`src/rtl/uart_pkg.sv`:
```
// Shared UART definitions (state encoding, default rates, frame lengths) for the TX framer and the receiver.
// Build option UART_TX_PARITY_EN adds the PARITY state and selects the 11-bit frame length.
package uart_pkg;

  localparam int CLK_FREQ_DEFAULT     = 100_000_000;
  localparam int BAUD_RATE_DEFAULT    = 9_600;
  localparam int FRAME_BITS_NO_PARITY = 10;
  localparam int FRAME_BITS_PARITY    = 11;

`ifdef UART_TX_PARITY_EN
  localparam int FRAME_BITS = FRAME_BITS_PARITY;
`else
  localparam int FRAME_BITS = FRAME_BITS_NO_PARITY;
`endif

  typedef enum logic [2:0] {
    ST_IDLE   = 3'd0,
    ST_START  = 3'd1,
    ST_DATA   = 3'd2,
`ifdef UART_TX_PARITY_EN
    ST_PARITY = 3'd3,
`endif
    ST_STOP   = 3'd4
  } uart_state_t;

  function automatic logic even_parity(input logic [7:0] data);
    return ^data;
  endfunction

endpackage

```
`src/rtl/uart_tx_framer_if.sv`:
```
// Byte handshake between an upstream producer (master) and the UART TX framer (slave).
interface uart_tx_framer_if;

  logic [7:0] tx_data;
  logic       tx_valid;
  logic       tx_ready;

  modport master (output tx_data, output tx_valid, input tx_ready);
  modport slave  (input tx_data, input tx_valid, output tx_ready);

endinterface

```
`src/rtl/uart_baud_tick.sv`:
```
// Bit-period timer: one-cycle tick every BIT_CYCLES cycles, restartable so a frame starts on a clean period.
module uart_baud_tick
  import uart_pkg::*;
#(
  parameter int BIT_CYCLES = CLK_FREQ_DEFAULT / BAUD_RATE_DEFAULT
) (
  input  logic clk_fpga,
  input  logic reset,
  input  logic restart,
  output logic tick
);

  localparam int            CW   = (BIT_CYCLES > 1) ? $clog2(BIT_CYCLES) : 1;
  localparam logic [CW-1:0] LAST = CW'(BIT_CYCLES - 1);

  logic [CW-1:0] count;

  // Restart lands count at 0 on the first cycle of the start bit, so the tick marks the last cycle of each bit
  always_ff @(posedge clk_fpga) begin
    if (reset || restart || (count == LAST)) begin
      count <= '0;
    end else begin
      count <= count + 1'b1;
    end
  end

  assign tick = (count == LAST);

endmodule

```
`src/rtl/uart_tx_framer.sv`:
```
// UART transmit framer: start bit, 8 data bits LSB first, optional even parity, stop bit.
// Define UART_TX_PARITY_EN to insert the parity bit (11-bit frame); default build sends 10-bit frames.
module uart_tx_framer
  import uart_pkg::*;
#(
  parameter int CLK_FREQ   = CLK_FREQ_DEFAULT,
  parameter int BAUD_RATE  = BAUD_RATE_DEFAULT,
  parameter int BIT_CYCLES = CLK_FREQ / BAUD_RATE
) (
  input  logic                   clk_fpga,
  input  logic                   reset,
  uart_tx_framer_if.slave        bus,
  output logic                   TxD,
  output logic                   tx_busy
);

  uart_state_t state;
  logic [7:0]  shift_reg;
  logic [2:0]  bit_cnt;
  logic        txd_q;
  logic        ready_q;
  logic        handshake;
  logic        bit_tick;
`ifdef UART_TX_PARITY_EN
  logic        parity_q;
`endif

  assign handshake    = bus.tx_valid && ready_q;
  assign bus.tx_ready = ready_q;
  assign tx_busy      = ~ready_q;
  assign TxD          = txd_q;

  uart_baud_tick #(.BIT_CYCLES(BIT_CYCLES)) u_baud_tick (
    .clk_fpga (clk_fpga),
    .reset    (reset),
    .restart  (handshake),
    .tick     (bit_tick)
  );

  // ready_q stays low through reset and rises on the first cycle after release
  always_ff @(posedge clk_fpga) begin
    if (reset) begin
      state     <= ST_IDLE;
      shift_reg <= '0;
      bit_cnt   <= '0;
      txd_q     <= 1'b1;
      ready_q   <= 1'b0;
`ifdef UART_TX_PARITY_EN
      parity_q  <= 1'b0;
`endif
    end else begin
      unique case (state)
        ST_IDLE: begin
          txd_q   <= 1'b1;
          ready_q <= 1'b1;
          if (handshake) begin
            shift_reg <= bus.tx_data;
            state     <= ST_START;
            ready_q   <= 1'b0;
            txd_q     <= 1'b0;
`ifdef UART_TX_PARITY_EN
            parity_q  <= even_parity(bus.tx_data);
`endif
          end
        end
        ST_START: begin
          if (bit_tick) begin
            state     <= ST_DATA;
            bit_cnt   <= '0;
            txd_q     <= shift_reg[0];
            shift_reg <= {1'b0, shift_reg[7:1]};
          end
        end
        ST_DATA: begin
          if (bit_tick) begin
            if (bit_cnt == 3'd7) begin
              bit_cnt <= '0;
`ifdef UART_TX_PARITY_EN
              state   <= ST_PARITY;
              txd_q   <= parity_q;
`else
              state   <= ST_STOP;
              txd_q   <= 1'b1;
`endif
            end else begin
              bit_cnt   <= bit_cnt + 3'd1;
              txd_q     <= shift_reg[0];
              shift_reg <= {1'b0, shift_reg[7:1]};
            end
          end
        end
`ifdef UART_TX_PARITY_EN
        ST_PARITY: begin
          if (bit_tick) begin
            state <= ST_STOP;
            txd_q <= 1'b1;
          end
        end
`endif
        ST_STOP: begin
          if (bit_tick) begin
            state   <= ST_IDLE;
            ready_q <= 1'b1;
            txd_q   <= 1'b1;
          end
        end
        default: begin
          state   <= ST_IDLE;
          ready_q <= 1'b1;
          txd_q   <= 1'b1;
        end
      endcase
    end
  end

endmodule

```
`src/flat_wrapper.sv`:
```
// flat-port wrapper written by rule: the top's interface ports become plain ports
module uart_tx_framer_flat import uart_pkg::*;
#(
  parameter int CLK_FREQ   = CLK_FREQ_DEFAULT,
  parameter int BAUD_RATE  = BAUD_RATE_DEFAULT,
  parameter int BIT_CYCLES = CLK_FREQ / BAUD_RATE
)
  (clk_fpga, reset, TxD, tx_busy, bus_tx_data, bus_tx_valid, bus_tx_ready);
  uart_tx_framer_if bus_i ();
  input  logic clk_fpga;
  input  logic reset;
  output logic TxD;
  output logic tx_busy;
  input wire logic [$bits(bus_i.tx_data)-1:0] bus_tx_data;
  input wire logic [$bits(bus_i.tx_valid)-1:0] bus_tx_valid;
  output wire logic [$bits(bus_i.tx_ready)-1:0] bus_tx_ready;
  assign bus_i.tx_data = bus_tx_data;
  assign bus_i.tx_valid = bus_tx_valid;
  assign bus_tx_ready = bus_i.tx_ready;
  uart_tx_framer #(.CLK_FREQ(CLK_FREQ), .BAUD_RATE(BAUD_RATE), .BIT_CYCLES(BIT_CYCLES)) u_core (.clk_fpga(clk_fpga), .reset(reset), .bus(bus_i), .TxD(TxD), .tx_busy(tx_busy));
endmodule
```
`config.mk`:
```
export PLATFORM = sky130hd
export DESIGN_NAME = uart_tx_framer_flat
export DESIGN_NICKNAME = d
export VERILOG_FILES = /design/src/rtl/uart_pkg.sv /design/src/rtl/uart_tx_framer_if.sv /design/src/rtl/uart_baud_tick.sv /design/src/rtl/uart_tx_framer.sv /design/src/flat_wrapper.sv
export SDC_FILE = /design/constraint.sdc
export NUM_CORES = 1
export LEC_CHECK = 0
export CAP_MARGIN = 40
export CORE_ASPECT_RATIO = 0.7
export CORE_UTILIZATION = 50
export CTS_CLUSTER_SIZE = 40
export DETAILED_ROUTE_END_ITERATION = 8
export PLACE_DENSITY = 0.8
export SLEW_MARGIN = 15
export SYNTH_ARGS = -nofsm -noshare
export SYNTH_HDL_FRONTEND = slang
export SYNTH_HIERARCHICAL = 1
export SYNTH_SLANG_ARGS = --single-unit
```
`constraint.sdc`:
```
create_clock -name clk_fpga -period 6.5 [get_ports clk_fpga]
set_input_delay 1.625 -clock clk_fpga [delete_from_list [all_inputs] [get_ports clk_fpga]]
set_output_delay 1.625 -clock clk_fpga [all_outputs]
set_load 0.1 [all_outputs]
```
# ---- Word-level counts from Yosys, hierarchy flattened
# Index checks and enable logic that the tools add are counted.
dict set report totals {
  reg_bits 30
  input_bits 11
  wordCells 54
}
dict set report op_classes {
  addsub 2
  n_eq_ne 11
  muxes 21
  bitwise_logic 2
  n_reduce_logical 12
}
# op n
set ops {}
lappend ops {{$mux W8} 4}
lappend ops {{$pmux W8 S3} 1}
lappend ops {{$mux W3} 7}
lappend ops {{$add A14 B1 Y14 const B} 1}
lappend ops {{$eq A14 B14 Y1 const B} 1}
lappend ops {{$pmux W3 S4} 1}
lappend ops {{$reduce_and A5 Y1} 2}
lappend ops {{$ne A2 B1 Y1 const B} 4}
lappend ops {{$eq A3 B3 Y1 const B} 2}
lappend ops {{$pmux W3 S2} 1}
lappend ops {{$reduce_and A3 Y1} 2}
lappend ops {{$mux W1} 5}
lappend ops {{$ne A2 B2 Y1 const B} 2}
lappend ops {{$pmux W1 S4} 1}
lappend ops {{$add A3 B1 Y3 const B} 1}
lappend ops {{$eq A3 B1 Y1 const B} 1}
lappend ops {{$eq A3 B2 Y1 const B} 1}
lappend ops {{$logic_not A3 Y1} 1}
lappend ops {{$pmux W1 S3} 1}
lappend ops {{$reduce_bool A3 Y1} 1}
lappend ops {{$logic_or A1 B1 Y1} 2}
lappend ops {{$not A1 Y1} 2}
lappend ops {{$reduce_and A2 Y1} 1}
lappend ops {{$reduce_bool A2 Y1} 1}
lappend ops {{other kinds (2)} 2}

# ---- Logic depth before layout (Yosys ltp)
dict set report logic_depth {
  depth_word 4
  mapped_depth 8
}

# ---- By module
# Netlist, hierarchy kept.
# module n_inst cells_per_inst area_per_inst_um2 seq_area_each_um2
set modules_own_cells {}
lappend modules_own_cells {uart_tx_framer 1 95 892.1 320.3}
lappend modules_own_cells {uart_baud_tick 1 70 619.3 280.3}

# ---- Least setup slack after synthesis
# OpenSTA, ideal clock, no wires.
dict set report synth_timing {
  path_kind {register -> output}
  startpoint {register u_core.ready_q (netlist: u_core/bus.tx_ready)}
  endpoint {output port tx_busy}
  t_arrival_ns 1.677
  slack_ns 3.198
  path_stages_with_launch 2
  path_buffers 0
  cell_sequence {dfxtp_1 inv_1}
}
dict set report synth_between {
  elab_chain_cells 1
}
# item line
set synth_lines {}
lappend synth_lines {{start: declaration} uart_tx_framer.sv:21} ;# logic ready_q;
lappend synth_lines {{start signal: assignment} uart_tx_framer.sv:47} ;# ready_q <= 1'b0;
lappend synth_lines {{start signal: assignment} uart_tx_framer.sv:55} ;# ready_q <= 1'b1;
lappend synth_lines {{start signal: assignment} uart_tx_framer.sv:59} ;# ready_q <= 1'b0;
lappend synth_lines {{$not A1 Y1} uart_tx_framer.sv:30} ;# assign tx_busy = ~ready_q;
lappend synth_lines {{end: declaration} flat_wrapper.sv:13} ;# output logic tx_busy;
# No other way between the ends.

# ---- Worst setup path in the final report
dict set report layout_timing {
  startpoint {input port reset}
  endpoint {register u_core.u_baud_tick.count[9]}
}
dict set report layout_between {
  elab_chain_cells 2
}
# item line
set layout_lines {}
lappend layout_lines {{start: declaration} flat_wrapper.sv:11} ;# input logic reset;
lappend layout_lines {{$logic_or A1 B1 Y1 (2 in series)} uart_baud_tick.sv:20} ;# if (reset || restart || (count == LAST)) begin
lappend layout_lines {{end signal: assignment} uart_baud_tick.sv:23} ;# count <= count + 1'b1;
lappend layout_lines {{end: declaration} uart_baud_tick.sv:16} ;# logic [CW-1:0] count;
# No other way between the ends.
# A chain may end at the register's enable or synchronous reset.

==> flow_summary.json <==
{
  "outcome": "complete, no violations",
  "ys_types": 41,
  "grt_pass1_vias": 1073,
  "critPathCaptureType": "register",
  "syn_avg_cell_area_um2": 9.160,
  "final_nets": 192,
  "cts_buffers": 5,
  "core_area_mm2": 0.002843,
  "place.gp.congestion": 0.8924,
  "period_needed_ns": 3.199,
  "n_fill_cell": 242,
  "diodes": 0,
  "netlist_area_mm2": 0.001511,
  "synthTopCellsByArea": "dfxtp_1 40%, xnor2_1 7.0%, a211oi_2 5.8%",
  "synth_flop_cell": "dfxtp_1",
  "dpl.hpwl_um": 2229,
  "antenna_found_initial": 0,
  "fp.dieH_um": 48,
  "portBuffers": 13,
  "largest_reg_flops": 14,
  "grt_use_met1": 0.2593,
  "grt_overflow": 0,
  "final_util": 0.6188,
  "start_kind": "primary input",
  "syn_inst": 165,
  "drv_slew": 0,
  "clock_skew_ns": 0.007039,
  "synthesis.nets": 179,
  "required_ns": 6.70,
  "holdCritPathClass": "register to register",
  "grt_setup_unrepaired": "false",
  "fin_hold_ws_ns": 0.4854,
  "cpMaxStageDelayCell": "clkdlybuf4s50_1",
  "cts_hold_buf": 0,
  "yosys.area.top_type_share": 0.3974,
  "die-width_um": 67.72,
  "grt_max_degree": 19,
  "p_leak_nw": 0.6142,
  "tns_ns": 0,
  "max_clock_freq_mhz": 312.6,
  "cts_max_path_buffers": 2,
  "cts-resized-gates": 0,
  "grt_util_met2": 0.3485,
  "ir_drop_v": 0.0001127,
  "drtIter0Drc": 71,
  "max_slew_margin": 0.4537,
  "grt_use_total": 0.2098,
  "powerDensity_mw_per_mm2": 241.1,
  "grt_pass1_wl_um": 4809,
  "finalSetupViolations": 0,
  "yosysWarnings": 6,
  "ys_ff_latch": 30,
  "synth-edff-count": 0,
  "drt-total-wl_um": 3249,
  "critical_path.max_stage_delay_ns": 0.82,
  "cts_root_buffer": "clkbuf_8",
  "dieArea_mm2": 0.003250,
  "start_util": 0.5317,
  "area_growth_pct": 16.39,
  "worst-path-max-fanout": 18,
  "grt.met3_usage": 0.05952,
  "drive_above_1_share": 0.1285,
  "drt_first_pass_iters": 4,
  "core.rowCount": 16,
  "worstPathCellList": "clkdlybuf4s50_1, or3_1, nor2_1",
  "drc": 0,
  "io_pins": 14,
  "vias": 1226,
  "critPathArrivalTime_ns": 3.40,
  "cts_post_setup_buffers_inserted": 0,
  "cts.htree.levels": 2,
  "avgViaCountPerCell": 5.702,
  "clkSinkCount": 30,
  "clk_latency_ns": 0.28,
  "yosysSeqAreaShare": 0.3974,
  "fin_crit_sh": 0.4921,
  "critPathKind": "primary input to register",
  "finalHoldViolCount": 0,
  "worst_slew_pin_slew_ns": 0.8169,
  "busiest_layer": "met2",
  "synth_top_area_cell": "dfxtp_1",
  "max-cap-violations": 0,
  "async_reset_ff_frac": 0,
  "clk_pin_slew_ns": 0.06,
  "cts_tree": "yes",
  "drtAntennaViolNets": 0,
  "drt-wirelength-per-cell_um": 15.11
}
[power by group]
group	internal, W	switching (W)	leakage [nW]
Sequential	0.000193	0.00000730	0.244
Clock	0.0000852	0.0000675	0.0482
Combinational	0.0000299	0.0000413	0.322
Total	0.000308	0.000116	0.614
[per-stage QoR]
| step | cells | cell area (µm²) | worst slack (ns) | total power (W) |
|---|---|---|---|---|
| 6_report | 215 | 1759 | 3.301 | 0.0004241 |
| 5_1_grt | 215 | 1759 | 3.175 | 0.0004418 |
| 4_1_cts | 215 | 1759 | 3.327 | 0.0004256 |
| 3_5_place_dp | 207 | 1668 | 3.028 | 0.0002744 |
| 3_3_place_gp | 204 | 1623 | 3.085 | 0.0002656 |
| 2_1_floorplan | 165 | 1511 | 3.198 | 0.0002557 |
[worst paths after layout]
check	end	cells past startpoint	slack (ns)	from
setup / recovery	u_core/u_baud_tick/count[9]	3	3.30	reset
hold / removal	u_core/u_baud_tick/count[0]	1	0.49	u_core/u_baud_tick/count[0]
setup reg to reg	u_core/shift_reg[1]	5	3.63	u_core/u_baud_tick/count[8]
hold reg to reg	u_core/u_baud_tick/count[0]	1	0.49	u_core/u_baud_tick/count[0]
[worst max-delay path: cells and delay by family]
family | cells | cell delay [ns]
buf+inv | 1 | 0.82
simple gates | 2 | 0.95
[routing by layer]
layer | vias to the layer above | wire (µm)
li1 | 609 | -
met1 | 582 | 1504
met4 | 0 | 33
met5 | - | 0
met2 | 30 | 1577
met3 | 5 | 134
[final cells by class]
| cell class | instances | area, µm² | share of cell area |
|---|---|---|---|
| clock buffer | 7 | 86.33 | 0.04908 |
| clock inverter | 1 | 5.005 | 0.002845 |
| inverter | 7 | 26.28 | 0.01494 |
| multi-input combinational | 118 | 820.8 | 0.4666 |
| sequential | 30 | 600.6 | 0.3414 |
| tap | 36 | 45.04 | 0.02560 |
| timing repair buffer | 16 | 175.2 | 0.09957 |
[logic make-up after synthesis]
kind of cell             count (synthesis)  synth area share
AND/OR/NAND/NOR                         64            0.2252
adder cells (fa/ha/maj)                  3           0.02484
AO/OA/AOI/OAI                           30            0.1639
buffers and inverters                   17           0.05960
multiplexers                             8           0.05381
XOR/XNOR                                13           0.07533
flip-flops                              30            0.3974
[synthesized netlist by cell type (4+ instances only)]
master     n
a211oi_2   7
a21oi_1   10
dfxtp_1   30
inv_1      7
mux2i_1    7
nand2_1   10
nand3_1    4
nor2_1    20
nor3_1     4
nor4_1     5
xnor2_1   12
[cells in the final DEF (no fill, tap or decap), types with 2 or more instances in the layout]
cell              n
nor2_1           20
a211oi_2          7
o31ai_1           2
or2_2             2
nor3_1            4
nand3_1           4
buf_8             3
nand4_1           3
ha_1              3
xnor2_1          12
clkdlybuf4s50_1  13
nor4_1            5
a211oi_1          3
o21ai_0           3
clkbuf_8          6
mux2i_1           7
a21oi_1          10
dfxtp_1          30
inv_1             7
nor3b_1           2
nand2_1          10
and2_1            3
(Power assumes the default switching activity.)
